==> config.mk <==
export PLATFORM = sky130hd
export DESIGN_NAME = mem_wb_stage
export DESIGN_NICKNAME = d
export VERILOG_FILES = /design/src/rtl/mem_wb_stage.sv
export SDC_FILE = /design/constraint.sdc
export NUM_CORES = 1
export LEC_CHECK = 0
export CAP_MARGIN = 5
export CORE_MARGIN = 2
export CORE_UTILIZATION = 45
export CTS_CLUSTER_SIZE = 10
export DETAILED_ROUTE_END_ITERATION = 8
export PLACE_DENSITY = 0.81
export SLEW_MARGIN = 20
export SYNTH_ARGS = -nofsm -noshare
export SYNTH_HDL_FRONTEND = slang
export SYNTH_SLANG_ARGS = --single-unit
==> constraint.sdc <==
create_clock -name clk -period 2.7 [get_ports clk]
set_input_delay 0.27 -clock clk [delete_from_list [all_inputs] [get_ports clk]]
set_output_delay 0.27 -clock clk [all_outputs]
set_load 0.01 [all_outputs]
==> src/rtl/mem_wb_stage.sv <==
// MEM/WB pipeline stage: issues loads/stores on a req/gnt/rvalid data bus and
// retires results to writeback. Optional build macro: MEM_MISALIGN_TRAP_EN.
module mem_wb_stage #(
    parameter int XLEN = 32,
    parameter int RA_W = 5
) (
    input  logic              clk,
    input  logic              rst,
    input  logic              in_valid,
    output logic              in_ready,
    input  logic              flush,
    input  logic              regwrite,
    input  logic              memread,
    input  logic              memwrite,
    input  logic [1:0]        wb_sel,
    input  logic [2:0]        funct3,
    input  logic [RA_W-1:0]   rd,
    input  logic [XLEN-1:0]   alu_result,
    input  logic [XLEN-1:0]   store_data,
    input  logic [XLEN-1:0]   link_addr,
    input  logic [XLEN-1:0]   target_addr,
    output logic              dmem_req,
    output logic              dmem_we,
    output logic [XLEN-1:0]   dmem_addr,
    output logic [XLEN-1:0]   dmem_wdata,
    output logic [XLEN/8-1:0] dmem_be,
    input  logic              dmem_gnt,
    input  logic              dmem_rvalid,
    input  logic [XLEN-1:0]   dmem_rdata,
    output logic              wb_valid,
    output logic              wb_regwrite,
    output logic [RA_W-1:0]   wb_rd,
    output logic [XLEN-1:0]   wb_data,
    output logic              wb_misalign
);
    localparam int NB = XLEN / 8;
    localparam int OW = $clog2(NB);

    typedef enum logic [1:0] {IDLE, REQ, WAIT} state_t;
    state_t state;

    // Size code 11 (dword) collapses to word on a 32-bit datapath.
    function automatic logic [1:0] size_lg(input logic [1:0] f);
        return (XLEN == 32 && f == 2'b11) ? 2'b10 : f;
    endfunction

    function automatic logic [OW-1:0] align_off(input logic [OW-1:0] off, input logic [1:0] lg);
        logic [OW-1:0] m;
        m = '1;
        m = m << lg;
        return off & m;
    endfunction

    function automatic logic [NB-1:0] byte_en(input logic [OW-1:0] off, input logic [1:0] lg);
        logic [NB-1:0] m;
        m = '1;
        m = ~(m << (1 << lg));
        return m << off;
    endfunction

    function automatic logic [XLEN-1:0] replicate(input logic [XLEN-1:0] d, input logic [1:0] lg);
        logic [XLEN-1:0] w;
        case (lg)
            2'd0:    w = {NB{d[7:0]}};
            2'd1:    w = {(NB/2){d[15:0]}};
            2'd2:    w = {(NB/4){d[31:0]}};
            default: w = d;
        endcase
        return w;
    endfunction

    // Shift the addressed lane down, then mask and sign/zero fill above it.
    function automatic logic [XLEN-1:0] extract(input logic [XLEN-1:0] d, input logic [OW-1:0] off,
                                                input logic [1:0] lg, input logic uns);
        logic [XLEN-1:0] s, keep;
        logic            msb;
        s    = d >> {off, 3'b000};
        keep = '1;
        keep = ~(keep << (8 << lg));
        case (lg)
            2'd0:    msb = s[7];
            2'd1:    msb = s[15];
            2'd2:    msb = s[31];
            default: msb = s[XLEN-1];
        endcase
        return (s & keep) | ({XLEN{msb & ~uns}} & ~keep);
    endfunction

    function automatic logic [XLEN-1:0] wb_mux(input logic [1:0] sel, input logic [XLEN-1:0] alu,
                                               input logic [XLEN-1:0] ld, input logic [XLEN-1:0] lnk,
                                               input logic [XLEN-1:0] tgt);
        case (sel)
            2'b00:   return alu;
            2'b01:   return ld;
            2'b10:   return lnk;
            default: return tgt;
        endcase
    endfunction

    logic [1:0]    in_lg;
    logic [OW-1:0] in_off, in_off_al;
    logic          in_mem, mis_trap, go_mem;

    always_comb begin
        in_lg     = size_lg(funct3[1:0]);
        in_off    = alu_result[OW-1:0];
        in_off_al = align_off(in_off, in_lg);
        in_mem    = memread | memwrite;
    end

`ifdef MEM_MISALIGN_TRAP_EN
    assign mis_trap = in_mem & (in_off_al != in_off);
`else
    assign mis_trap = 1'b0;
`endif
    assign go_mem   = in_mem & ~mis_trap;
    assign in_ready = (state == IDLE);

    logic [1:0]      lg_q, sel_q;
    logic [OW-1:0]   off_q;
    logic            uns_q, is_load_q, rw_q, kill_q;
    logic [RA_W-1:0] rd_q;
    logic [XLEN-1:0] link_q, tgt_q;

    always_ff @(posedge clk or negedge rst) begin
        if (!rst) begin
            state       <= IDLE;
            dmem_req    <= 1'b0;
            dmem_we     <= 1'b0;
            dmem_be     <= '0;
            dmem_addr   <= '0;
            dmem_wdata  <= '0;
            wb_valid    <= 1'b0;
            wb_regwrite <= 1'b0;
            wb_rd       <= '0;
            wb_data     <= '0;
            wb_misalign <= 1'b0;
            lg_q        <= '0;
            sel_q       <= '0;
            off_q       <= '0;
            uns_q       <= 1'b0;
            is_load_q   <= 1'b0;
            rw_q        <= 1'b0;
            kill_q      <= 1'b0;
            rd_q        <= '0;
            link_q      <= '0;
            tgt_q       <= '0;
        end else begin
            wb_valid <= 1'b0;
            case (state)
                IDLE: if (in_valid && !flush) begin
                    if (go_mem) begin
                        state      <= REQ;
                        dmem_req   <= 1'b1;
                        dmem_we    <= memwrite;
                        dmem_addr  <= alu_result;
                        dmem_wdata <= replicate(store_data, in_lg);
                        dmem_be    <= byte_en(in_off_al, in_lg);
                        lg_q       <= in_lg;
                        off_q      <= in_off_al;
                        uns_q      <= funct3[2];
                        is_load_q  <= ~memwrite;
                        rw_q       <= regwrite & (rd != '0) & ~memwrite;
                        rd_q       <= rd;
                        sel_q      <= wb_sel;
                        link_q     <= link_addr;
                        tgt_q      <= target_addr;
                        kill_q     <= 1'b0;
                    end else begin
                        // Plain ALU op, or a trapped misaligned access.
                        wb_valid    <= 1'b1;
                        wb_regwrite <= regwrite & (rd != '0) & ~mis_trap;
                        wb_rd       <= rd;
                        wb_data     <= wb_mux(wb_sel, alu_result, '0, link_addr, target_addr);
                        wb_misalign <= mis_trap;
                    end
                end
                REQ: if (dmem_gnt) begin
                    dmem_req <= 1'b0;
                    dmem_we  <= 1'b0;
                    dmem_be  <= '0;
                    if (is_load_q) begin
                        state  <= WAIT;
                        kill_q <= flush;
                    end else begin
                        state <= IDLE;
                        if (!flush) begin
                            wb_valid    <= 1'b1;
                            wb_regwrite <= 1'b0;
                            wb_rd       <= rd_q;
                            wb_data     <= wb_mux(sel_q, dmem_addr, '0, link_q, tgt_q);
                            wb_misalign <= 1'b0;
                        end
                    end
                end else if (flush) begin
                    state    <= IDLE;
                    dmem_req <= 1'b0;
                    dmem_we  <= 1'b0;
                    dmem_be  <= '0;
                end
                WAIT: if (dmem_rvalid) begin
                    state  <= IDLE;
                    kill_q <= 1'b0;
                    if (!flush && !kill_q) begin
                        wb_valid    <= 1'b1;
                        wb_regwrite <= rw_q;
                        wb_rd       <= rd_q;
                        wb_data     <= wb_mux(sel_q, dmem_addr, extract(dmem_rdata, off_q, lg_q, uns_q),
                                              link_q, tgt_q);
                        wb_misalign <= 1'b0;
                    end
                end else if (flush) begin
                    kill_q <= 1'b1;
                end
                default: state <= IDLE;
            endcase
        end
    end
endmodule
After elaboration in Yosys (flattened, before gate mapping)
Index checks and enable logic that the tools add are counted.
W data, S select, Z words.
{ "op_classes": {"n_addsub": 0, "mul": 0, "n_div": 0, "n_lt_le_gt_ge": 0, "eq_ne": 20, "n_shift": 7, "mux": 73, "bitwise": 13, "reduce_logical": 17} }
{ "op_table": {"columns": ["operator", "n"], "rows": [
  ["$pmux W32 S3", 4],
  ["$mux W32", 7],
  ["$and A32 B32 Y32", 2],
  ["$not A32 Y32", 2],
  ["$pmux W32 S2", 1],
  ["$mux W5", 7],
  ["$mux W1", 33],
  ["$or A32 B32 Y32", 1],
  ["$shl A1 B2 Y32 const A", 1],
  ["$shl A32 B32 Y32 const A", 1],
  ["$shl A4 B2 Y32 const A", 1],
  ["$shl A4 B32 Y4 const A", 1],
  ["$shr A32 B5 Y32", 1],
  ["$mux W4", 4],
  ["$pmux W5 S3", 1],
  ["$mux W2", 7],
  ["$ne A2 B2 Y1 const B", 7],
  ["$pmux W1 S3", 4],
  ["$eq A2 B1 Y1 const B", 5],
  ["$logic_not A2 Y1", 5],
  ["$eq A2 B2 Y1 const B", 4],
  ["$pmux W4 S2", 1],
  ["$reduce_and A4 Y1", 2],
  ["$reduce_and A8 Y1", 1],
  ["18 further kinds", 27]
]} }
{ "word_totals": {"ff_bits": 191, "latch_bits": 0, "ram_bits": 0, "mem_bits_ro": 0, "inputBits": 179, "wordCells": 151, "n_memories": 0} }

Longest topological paths before layout
Gate-level depths: netlist of run 1.
{ "depth": {"depth_word": 12, "depth_mapped": 10, "mapped_depth_nobuf": 7} }

Worst setup path after synthesis of run 1
No wires, ideal clock.
{ "synth_path": {"kind": "flip-flop to flip-flop", "from": "reg state[0]", "to": "reg wb_data[15]", "arrival_ns": 2.001, "slack_ns": 0.595, "stages_incl_launch_ff": 10, "period_less_slack_ns": 2.105, "cell_sequence": "dfrtp_1 > inv_1 > ha_1 > buf_2 > and3b_1 > buf_2 > nand2_1 > nor3_1 > a211oi_1 > o311ai_1"} }
{ "synth_between": {"elab_chain_cells": 3, "word_cells_on_any_way": 13} }
{ "synth_rtl": {"columns": ["item", "line_no", "rtl"], "rows": [
  ["from (decl)", "40", "state_t state;"],
  ["from (signal assigned)", "127", "state <= IDLE;"],
  ["from (signal assigned)", "153", "state <= REQ;"],
  ["from (signal assigned)", "183", "state <= WAIT;"],
  ["$eq A2 B2 Y1, or another cell as far along", "150", "case (state)"],
  ["$ne A2 B2 Y1 (no source line), or another cell as far along", null, null],
  ["$reduce_and A8 Y1 (no source line)", null, null],
  ["to (signal assigned)", "174", "wb_data <= wb_mux(wb_sel, alu_result, '0, link_addr, target_addr);"],
  ["to (signal assigned)", "191", "wb_data <= wb_mux(sel_q, dmem_addr, '0, link_q, tgt_q);"],
  ["to (signal assigned)", "208", "wb_data <= wb_mux(sel_q, dmem_addr, extract(dmem_rdata, off_q, lg_q, uns_q),"],
  ["to (decl)", "33", "output logic [XLEN-1:0] wb_data,"]
]} }
Parallel ways exist; a longest one is shown, timed or not.
A chain may end at the register's enable or synchronous reset.

Worst setup path in the final report of run 1
{ "layout_path": {"from": "reg state[0]", "to": "reg wb_data[14]"} }
The elaborated chain is that of the path after synthesis.

==> results_dict.tcl, run 1 <==
set metrics [dict create \
    drt-wirelength-per-cell_um 21.4 \
    synth_edf_count 0 \
    ys_seq_area_share_pct 45.8 \
    layout_common_cells "clkdlybuf4s50_1 (285), dfrtp_1 (189), mux2_2 (169)" \
    p_leak_nw 5.83 \
    worstSetupStartpoint "state[0]$_DFFE_PN0P_" \
    fp.dieH_um 156 \
    path_clk_slew_ns 0.07 \
    max_slew.worst_pin.slew_ns 0.864 \
    netlist_top_cells_area "dfrtp_1 (46%), mux2_2 (18%), mux2i_1 (5.0%)" \
    synthCells 984 \
    clock.fmax_ghz 0.412 \
    grt_pass1_vias 9222 \
    switching_share_pct 38.6 \
    clk_latency_ns 0.44 \
    fin_crit_sh_pct 89.8 \
    endpoint "wb_data[14]$_DFFE_PN0P_" \
    cts_tree "built" \
    grt-ovfl-total 0 \
    initial_core_util_pct 45.9 \
    hold_path_class "in2async" \
    p_per_area_nw_per_um2 1110 \
    gr-usage-all-layers_pct 27.3 \
    worstPathArrival_ns 2.74 \
    grt_busiest_layer "met2" \
    cts-htree-levels 4 \
    synth-seq-cells 190 \
    wl_um 33100 \
    endpoint_kind "flip-flop" \
    use_met3_pct 7.42 \
    cts_made_buffers 17 \
    die_w_um 156 \
    netSwitchingPower_w 0.00610 \
    gp_congestion 0.893 \
    synth.largest_area_cell "dfrtp_1" \
    fin_setup_tns_ns 0 \
    reg2reg_from "state[0]$_DFFE_PN0P_" \
    worstSetupPathType "reg2reg" \
    grt_pass1_wl_um 51300 \
    p_comb_share_pct 50.7 \
    diodes 0 \
    netlist_area_um2 10400 \
    finClkSkew_ns 0.00951 \
    synth.distinct_cells 58 \
    nNetsFinal 1432 \
    fin_ws_ns 0.276 \
    synth_fp_nets 1167 \
    yosysWarningCount 0 \
    async_reset_ff_share_pct 100 \
    rows 55 \
    vias_per_cell 5.86 \
    reg2reg_depth 8 \
    maxSlewHeadroom_pct 42.2 \
    start_kind "flip-flop" \
    yosys.area.top_type_share_pct 45.8 \
    grt_util_met1_pct 34.4 \
    mostFrequentLayoutCell "clkdlybuf4s50_1" \
    pre_cts_slack_ns 0.109 \
    vdd_drop_max_mv 0.575 \
    syn_to_final_growth_pct 36.9 \
    coreArea_um2 22600 \
    ff2ff_setup_slack_ns 0.28 \
    reg2reg_to "wb_data[14]$_DFFE_PN0P_" \
    drc 0 \
    antenna_left 0 \
    setup_viol 0 \
    num_vias 9058 \
    port_buffers 288 \
    ys.flop_type "dfrtp_1" \
    maxCapViolations 0 \
    status "complete, no violations" \
    critPathRequiredTime_ns 3.02 \
    final_layout_size_suffix_gt1_share_pct 20.4 \
    rsz0062_at_grt "no" \
    p_int_w 0.00970 \
    ctsResizeCount 0 \
    dieArea_um2 24300 \
    pwr-share-clk_pct 16.1 \
    avgSynthCellArea_um2 10.6 \
    finalHoldViolCount 0 \
    seqPwrFrac_pct 33.2 \
    critPathMaxFanout 10 \
    grt_util_met2_pct 44.6 \
    clockBufferDepth 2 \
    cts_root_buf "clkbuf_16" \
    clkSinkCount 190 \
    grt_start_max_net_pins 101 \
    antenna_found_initial 0 \
    hpwl_um 24200 \
    firstDrtPassIters 6 \
    drv_slew 0 \
    pin_count 290 \
    min_period_ns 2.42 \
    drt-initial-drc-count 689 \
]
-- sequential cells by signal (all words and copies together) (netlist names), 4 cells and up --
register / count
dmem_addr: 32
dmem_wdata: 32
link_q: 32
tgt_q: 32
wb_data: 32
rd_q: 5
wb_rd: 5
dmem_be: 4
-- power by group through the flow --
stage / sequential (W) / combinational [W] / clock, W
2_1_floorplan: 0.00529 / 0.00447 / 0
3_3_place_gp: 0.00522 / 0.00770 / 0
3_5_place_dp: 0.00528 / 0.00795 / 0
4_1_cts: 0.00524 / 0.00799 / 0.00258
5_1_grt: 0.00541 / 0.00867 / 0.00270
6_report: 0.00525 / 0.00801 / 0.00254
-- routing by layer --
metal,up-vias,wire (um)
met5,-,0
met4,0,1050
met3,74,2900
met2,450,15700
met1,4385,13400
li1,4149,-
-- how the worst min path moves through the flow --
stage / to / slack (ns) / cells after the start
after floorplan: dmem_addr[0]$_DFFE_PN0P_ / -0.03 / 0
after global placement: dmem_wdata[26]$_DFFE_PN0P_ / 0.37 / 1
after detailed placement: dmem_wdata[27]$_DFFE_PN0P_ / 0.36 / 1
after CTS: uns_q$_DFFE_PN0P_ / 0.44 / 2
after global routing: uns_q$_DFFE_PN0P_ / 0.45 / 2
final: dmem_wdata[27]$_DFFE_PN0P_ / 0.42 / 2
-- cell type report --
| class | instances | area [um2] |
|---|---|---|
| fillers | 1838 | 8420 |
| clock inverters | 15 | 150 |
| clock buffers | 17 | 425 |
| flip-flops and latches | 190 | 4760 |
| repair buffers | 328 | 3240 |
| multi-input cells | 707 | 5280 |
| well taps | 285 | 357 |
| inverters | 5 | 18.8 |
-- repair_timing --
action,in CTS,in global routing
endpoints found under the hold margin,76,0
buffers inserted,0,0
hold buffers,1,0
-- metrics by stage --
step	power, W	hold WS (ns)	util [%]	instance area [um2]	instances
after detailed placement	0.0132	0.359	60.2	13600	1514
after global routing	0.0168	0.454	62.8	14200	1547
after CTS	0.0158	0.442	62.8	14200	1547
after global placement	0.0129	0.367	60.2	13600	1514
after floorplan	0.00976	-0.0256	-	10400	984
final	0.0158	0.425	62.8	14200	1547
-- cells by family (layout without fill, tap and decap cells) --
logic type / Yosys count / in the layout / share of synthesized area, %
multiplexers: 221 / 221 / 23.3
flip-flops: 190 / 190 / 45.8
AND/OR/NAND/NOR: 237 / 237 / 10.8
AO/OA/AOI/OAI: 244 / 244 / 16.0
other: 1 / 1 / 0.0361
buffers and inverters: 87 / 365 / 3.66
adder cells (fa/ha/maj): 4 / 4 / 0.482
-- critical path, cell delays in order (launching register included) --
cell and delay [ns]:
dfrtp_1 0.41, inv_1 0.10, ha_1 0.41, and3b_1 0.45
nand2_1 0.10, nor3_1 0.21, buf_4 0.20, a211oi_1 0.06
o311ai_1 0.36
-- cells in the mapped netlist (2+ instances only) --
cell and n:
dfrtp_1 190, mux2_2 169, nand2_1 95, o21ai_0 77, nor2_1 60, clkbuf_1 52
mux2i_1 52, a21oi_1 30, a22oi_1 28, nor2b_1 17, buf_2 15, nor3_1 14
a211oi_1 12, o211ai_1 11, o311ai_1 10, or3_1 10, a221o_1 9, o21a_1 9
o41ai_1 9, a31oi_1 8, buf_1 8, nand3_1 8, and3b_1 7, o22a_1 7
o32ai_1 7, a21o_1 6, a221oi_1 5, inv_1 5, ha_1 4, nand2b_1 4
nand3b_1 4, nor3b_1 4, a2111oi_0 3, buf_4 3, buf_6 3, o22ai_1 3
a311oi_1 2, and3_1 2, o221a_2 2, or2_2 2
Power figures use the tool's default switching activity.
==> run 2: changes to the inputs <==
Settings changed: GPL_ROUTABILITY_DRIVEN set to 0.
==> results of run 2 <==
No change in the layout: final DEF, timing and power equal those of run 1.
==> run 3: changes to the inputs <==
Settings changed: CORE_UTILIZATION 45 to 49, PLACE_DENSITY 0.81 to 0.86, TNS_END_PERCENT set to 20.
==> results_dict.tcl, run 3 (synthesis gave the netlist of run 1 again) <==
set metrics [dict create \
    fin_crit_sh_pct 89.4 \
    drt-wirelength-per-cell_um 21.5 \
    antenna_found_initial 1 \
    rsz0062_at_grt "no" \
    finalHoldViolCount 0 \
    p_leak_nw 5.80 \
    antenna_left 0 \
    cts_root_buf "clkbuf_16" \
    syn_to_final_growth_pct 36.4 \
    setup_viol 0 \
    grt_pass1_wl_um 50900 \
    maxCapViolations 0 \
    pin_count 290 \
    nNetsFinal 1428 \
    drv_slew 0 \
    critPathRequiredTime_ns 3.02 \
    worstPathArrival_ns 2.73 \
    cts_tree "built" \
    num_vias 9286 \
    status "complete, no violations" \
    mostFrequentLayoutCell "clkdlybuf4s50_1" \
    finClkSkew_ns 0.0121 \
    p_total_w 0.0158 \
    clockBufferDepth 2 \
    gr-usage-all-layers_pct 29.4 \
    clkSinkCount 190 \
    rows 53 \
    endpoint_kind "flip-flop" \
    cts-htree-levels 4 \
    clock.fmax_ghz 0.414 \
    die_w_um 150 \
    grt-ovfl-total 0 \
    coreArea_um2 20900 \
    layout_common_cells "clkdlybuf4s50_1 (286), dfrtp_1 (189), mux2_2 (169)" \
    postCtsSetupBuffers 0 \
    firstDrtPassIters 5 \
    drt-initial-drc-count 654 \
    cts_made_buffers 17 \
    vias_per_cell 6.05 \
    drc 0 \
    clk_latency_ns 0.44 \
    start_kind "flip-flop" \
    maxSlewHeadroom_pct 35.2 \
    fin_setup_tns_ns 0 \
    vdd_drop_max_mv 0.583 \
    critPathMaxFanout 20 \
    hold_path_class "in2async" \
    wl_um 32900 \
    hpwl_um 24100 \
    min_period_ns 2.41 \
    p_per_area_nw_per_um2 1110 \
    grt_start_max_net_pins 118 \
    initial_core_util_pct 49.7 \
    fp.dieH_um 150 \
    path_clk_slew_ns 0.07 \
    grt_pass1_vias 9329 \
    port_buffers 288 \
    final_layout_size_suffix_gt1_share_pct 20.1 \
    max_slew.worst_pin.slew_ns 0.968 \
    worstSetupPathType "reg2reg" \
    dieArea_um2 22400 \
]
[run 3: worst max-delay path, stage by stage, from the launching register on]
cell	delay, ns
dfrtp_2	0.57
nor4b_2	0.70
nor2b_2	0.53
a2111oi_0	0.21
o41ai_1	0.30
[run 3: power by group]
| group | leakage (nW) | switching (W) | internal [W] |
|---|---|---|---|
| clock network | 0.273 | 0.00116 | 0.00131 |
| registers | 2.31 | 0.00102 | 0.00425 |
| logic | 3.21 | 0.00389 | 0.00413 |
| total | 5.80 | 0.00607 | 0.00970 |
[run 3: worst paths after layout]
kind	startpoint	to	slack, ns	depth (start not counted)
worst max-delay path	sel_q[1]$_DFFE_PN0P_	wb_data[24]$_DFFE_PN0P_	0.29	4
worst min-delay path	rst	dmem_wdata[18]$_DFFE_PN0P_	0.42	2
worst max register to register	sel_q[1]$_DFFE_PN0P_	wb_data[24]$_DFFE_PN0P_	0.29	4
worst min register to register	dmem_wdata[21]$_DFFE_PN0P_	dmem_wdata[21]$_DFFE_PN0P_	0.48	2
max in group asynchronous	rst	sel_q[1]$_DFFE_PN0P_	1.49	3
min in group clk	funct3[2]	uns_q$_DFFE_PN0P_	0.46	2
[run 3: metrics by stage]
stage	setup WS, ns	utilization [%]	hold WS, ns	area, um2	instances
6_report	0.285	67.9	0.423	14200	1534
5_1_grt	0.0455	67.9	0.458	14200	1534
4_1_cts	0.171	67.8	0.446	14200	1533
3_5_place_dp	0.118	65.0	0.340	13600	1500
3_3_place_gp	0.191	65.0	0.334	13600	1500
2_1_floorplan	0.595	-	-0.0256	10400	984
[run 3: what timing repair did]
action | 4_1_cts | 5_1_grt
gates resized for setup | 0 | 1
endpoints found under the setup margin | 0 | 1
endpoints found under the hold margin | 69 | 0
hold buffers | 1 | 0
[run 3: area by class of cell]
class / instances / area, um2
clock buffer: 18 / 439
fill: 1611 / 6720
clock inverter: 14 / 133
timing repair buffer: 324 / 3200
tap: 275 / 344
antenna: 1 / 2.50
multi-input combinational: 707 / 5280
inverter: 5 / 18.8
sequential: 190 / 4760
[run 3: layer usage]
layer	wire length [um]	vias up	track usage [%]
met2	15900	517	47.8
met5	0	-	0
met4	1100	0	12.1
met1	12500	4553	36.8
met3	3460	79	8.54
li1	-	4137	-
